**src/rtl/max_min_scan_ctrl.sv**
```systemverilog
// max_min_scan_ctrl: steps one shared unsigned max/min comparator across a
// frame of COUNT samples taken from a valid/ready stream. The frame extrema are
// then offered on a valid/ready result port.
// Optional feature macro: MAXMIN_INDEX_EN adds out_max_idx/out_min_idx, which
// give the 0-based frame position of the first occurrence of each extremum.
module max_min_scan_ctrl #(
  parameter int WIDTH = 4,
  parameter int COUNT = 8,
  localparam int CW   = $clog2(COUNT + 1),
  localparam int IDXW = (COUNT > 1) ? $clog2(COUNT) : 1
) (
  input  logic             clk,
  input  logic             rst_n,
  input  logic             start,
  input  logic             in_valid,
  input  logic [WIDTH-1:0] in_data,
  output logic             in_ready,
  output logic             busy,
  output logic             out_valid,
  input  logic             out_ready,
  output logic [WIDTH-1:0] out_max,
  output logic [WIDTH-1:0] out_min
`ifdef MAXMIN_INDEX_EN
  ,
  output logic [IDXW-1:0]  out_max_idx,
  output logic [IDXW-1:0]  out_min_idx
`endif
);

  typedef enum logic [1:0] {
    IDLE,
    LOAD,
    SCAN,
    DONE
  } state_t;

  state_t        state;
  state_t        state_nxt;
  logic [CW-1:0] count;
  logic          accept;
  logic          last_in_scan;

  assign accept       = in_valid & in_ready;
  assign last_in_scan = (count == CW'(COUNT - 1));

  // State register; an asynchronous reset abandons any frame in flight.
  always_ff @(posedge clk or negedge rst_n) begin
    if (!rst_n) begin
      state <= IDLE;
    end else begin
      state <= state_nxt;
    end
  end

  // Next-state and handshake outputs. in_ready depends only on the state.
  always_comb begin
    state_nxt = state;
    in_ready  = 1'b0;
    busy      = 1'b0;
    out_valid = 1'b0;
    case (state)
      IDLE: begin
        if (start) state_nxt = LOAD;
      end
      LOAD: begin
        in_ready = 1'b1;
        busy     = 1'b1;
        if (in_valid) state_nxt = (COUNT == 1) ? DONE : SCAN;
      end
      SCAN: begin
        in_ready = 1'b1;
        busy     = 1'b1;
        if (in_valid && last_in_scan) state_nxt = DONE;
      end
      DONE: begin
        busy      = 1'b1;
        out_valid = 1'b1;
        if (out_ready) state_nxt = IDLE;
      end
      default: state_nxt = IDLE;
    endcase
  end

  // Running extrema and sample counter. The first sample seeds both extrema.
  // The strict compares mean ties keep the earlier value. The result registers
  // are updated only on accepts, so they hold steady in DONE and IDLE.
  always_ff @(posedge clk or negedge rst_n) begin
    if (!rst_n) begin
      count   <= '0;
      out_max <= '0;
      out_min <= '0;
`ifdef MAXMIN_INDEX_EN
      out_max_idx <= '0;
      out_min_idx <= '0;
`endif
    end else if (accept) begin
      if (state == LOAD) begin
        out_max <= in_data;
        out_min <= in_data;
        count   <= CW'(1);
`ifdef MAXMIN_INDEX_EN
        out_max_idx <= '0;
        out_min_idx <= '0;
`endif
      end else begin
        if (in_data > out_max) begin
          out_max <= in_data;
`ifdef MAXMIN_INDEX_EN
          out_max_idx <= IDXW'(count);
`endif
        end
        if (in_data < out_min) begin
          out_min <= in_data;
`ifdef MAXMIN_INDEX_EN
          out_min_idx <= IDXW'(count);
`endif
        end
        count <= count + CW'(1);
      end
    end else if ((state == DONE) && out_ready) begin
      count <= '0;
    end
  end

endmodule

```
**config.mk**
```make
export PLATFORM = sky130hd
export DESIGN_NAME = max_min_scan_ctrl
export DESIGN_NICKNAME = d
export VERILOG_FILES = /design/src/rtl/max_min_scan_ctrl.sv
export SDC_FILE = /design/constraint.sdc
export NUM_CORES = 1
export LEC_CHECK = 0
export BUFFER_PORTS_ARGS = -buffer_cell sky130_fd_sc_hd__buf_2
export CORE_MARGIN = 4
export CORE_UTILIZATION = 40
export DETAILED_ROUTE_END_ITERATION = 16
export GPL_TIMING_DRIVEN = 0
export SLEW_MARGIN = 15
export SYNTH_ARGS = -nofsm -noshare
export SYNTH_HDL_FRONTEND = slang
export SYNTH_SLANG_ARGS = --single-unit
```
**constraint.sdc**
```tcl
create_clock -name clk -period 1.7 [get_ports clk]
set_clock_uncertainty 0.05 [all_clocks]
set_input_delay 0.17 -clock clk [delete_from_list [all_inputs] [get_ports clk]]
set_output_delay 0.17 -clock clk [all_outputs]
set_load 0.005 [all_outputs]
```
==> summary.txt <==
status = finished with violations
failing checks = negative setup slack
initial antenna violation count = 0
met2 Use GR = 27.69%
Static Leakage = 0.6304 nW
M3 GR Usage = 5.177%
fin nets = 140
RSZ-0062 raised after global routing = true
Power Total = 2.566 mW
max_cap viols = 0
Worst setup SP type = register
final cell count without fillers = 143
core area = 2002 um2
Pre-antenna DRT Iters = 4
power per cell area = 1965 nW/um2
post-DP HPWL = 1.313 mm
Req. time, crit path = 1.82 ns
initial core utilization = 43.06%
Detail Route Antenna Nets = 0
via total after detailed routing = 734
synth top area cells = dfrtp_1 41%, ha_1 19%, mux2_2 12%, inv_1 5.7%, o21ai_0 2.9%
utilization after layout = 65.25%
worst vdd ir = 0.9875 mV
Crit. End Element = register
Clock Latency Late Sink = 0.28 ns
fraction of layout cells with a size suffix above 1 = 54.31%
PortBufs = 19
CTS tree = built
Initial DRC Count = 5
worst setup margin = -0.08068 ns
Die W = 54.43 um
Total GRT Usage = 15.42%
clk sinks = 14
Syn Inst Count = 80
DIE HEIGHT = 54.43 um
DRC errors left = 0
die area = 2962 um2
arrival time worst endpoint = 1.90 ns
I/O pin cnt = 20
H-tree levels = 1
Area growth, synth to finish = 51.52%
post-synthesis cell type count = 24
GPL Wtd Cong = 0.6523
Antenna Cells = 0
leading area contributor after synthesis = dfrtp_1
relative slew slack = 77.20%
Worst-path clk slew = 0.08 ns
gr busiest metal = met2
most frequent cells in the layout = 19 x buf_2, 14 x dfrtp_1, 10 x inv_1, 9 x mux2_4, 9 x buf_4
post-synth top area share = 40.64%
Vias per Instance = 5.133
min-delay worst type = input pin to register
Fill cells = 162
Hold Violations, Final = 0
Syn. warnings = 0
CTS root buffer = clkbuf_4
first-pass GRT wire length = 3.208 mm
Clock Tree Buf Depth = 2
post-synthesis average cell area = 10.78 um2
pin count of the biggest net entering global routing = 15
area of the mapped netlist = 862.1 um2
Routed WL per cell = 14.07 um
Final Cycle Share = 104.7%
Final Slew Violations = 0
multi-input logic area = 630.6 um2
Tmin final = 1.781 ns
Worst Max-Slew Pin Slew = 0.3394 ns
commonest non-fill, non-tap cell in the layout = buf_2
crit path kind = register to register
fmax = 561.6 MHz
M1 GR Usage = 16.86%
register area share after synthesis = 40.64%
vias in the first global route = 740
DRT Wirelength = 2.012 mm
Top FF cell, synth = dfrtp_1
final setup vio count = 7
Syn Nets = 102
CP Max Fanout = 2
Reg area = 350.3 um2
row count = 16
Congestion Overflow GR = 0
Post-synth EDFFs = 0
Yosys reg bits = 14
CTS Buf Count = 3
placed cells = 126
asr flop ratio synth = 100.0%
==> power by group <==
group          leakage (nW)  switching [mW]  internal [mW]  total (mW)
sequential            0.171           0.106          0.496       0.602
clock                0.0138           0.104         0.0822       0.186
combinational         0.445           0.764           1.01        1.78
==> cell families after synthesis <==
| family | Yosys count | synth area share [%] |
|---|---|---|
| AO/OA/AOI/OAI | 18 | 14.95 |
| adder cells (fa/ha/maj) | 13 | 18.87 |
| buffers and inverters | 13 | 5.661 |
| flip-flops | 14 | 40.64 |
| multiplexers | 9 | 11.76 |
| AND/OR/NAND/NOR | 13 | 8.128 |
==> timing repair <==
| item | in CTS | in global routing |
|---|---|---|
| resized for setup | 12 | 17 |
| hold buffers | 1 | 0 |
| endpoints found under the hold margin | 14 | 0 |
| cloned | 0 | 0 |
| pin swaps | 4 | 6 |
| setup endpoints to repair | 9 | 9 |
| setup buffers | 9 | 4 |
==> per-layer routing <==
layer	up-vias	wire, um
met5	-	0
met4	0	9
met3	2	97
met2	14	1091
met1	359	814
li1	359	-
==> synth_stat cells (2+ instances only) <==
cell and number:
mux2_2 9, inv_1 13, dfrtp_1 14, ha_1 13, o21ai_0 5, nor3_1 2, nand2_1 5, nor3b_1 2
a21oi_1 2
==> critical path, cell delays in order, from the launching register on <==
cell and delay, ns:
dfrtp_1 0.35, inv_1 0.07, ha_4 0.26, nand2_2 0.05, o21bai_4 0.17, a211oi_4 0.28
buf_6 0.15, mux2_4 0.29
==> sequential cells by signal, indices dropped and copies added (netlist names) <==
| signal | cells |
|---|---|
| count | 4 |
| out_max | 4 |
| out_min | 4 |
| state | 2 |
==> worst paths after layout <==
check,start,end,slack [ns],cells after the start
setup / recovery,out_max[2]$_DFFE_PN0P_,out_max[0]$_DFFE_PN0P_,-0.08,7
hold / removal,in_data[0],out_max[0]$_DFFE_PN0P_,0.12,2
setup reg to reg,out_max[2]$_DFFE_PN0P_,out_max[0]$_DFFE_PN0P_,-0.08,7
hold reg to reg,count[3]$_DFFE_PN0P_,count[3]$_DFFE_PN0P_,0.42,1
max in group asynchronous,rst_n,state[1]$_DFFE_PN0P_,1.09,2
min in group asynchronous,rst_n,count[2]$_DFFE_PN0P_,0.27,2
==> metrics by stage <==
stage	TNS (ns)	setup WS, ns	hold WS, ns	instance area, um2
2_1_floorplan	-0.1205	-0.04017	-0.1756	913.4
3_3_place_gp	-0.9934	-0.1626	0.03423	1042
3_5_place_dp	-1.145	-0.1717	0.03915	1042
4_1_cts	-0.1325	-0.03462	0.1158	1195
5_1_grt	-1.009	-0.1411	0.1207	1306
6_report	-0.3178	-0.08068	0.1239	1306
==> layout make-up <==
cell class                 count  share of cell area (%)
clock buffer                   3                   1.724
tap                           27                   2.586
timing repair buffer          33                   16.67
sequential                    14                   26.82
inverter                      13                   3.927
multi-input combinational     53                   48.28
Note: power is estimated with default switching activity, not from simulation.
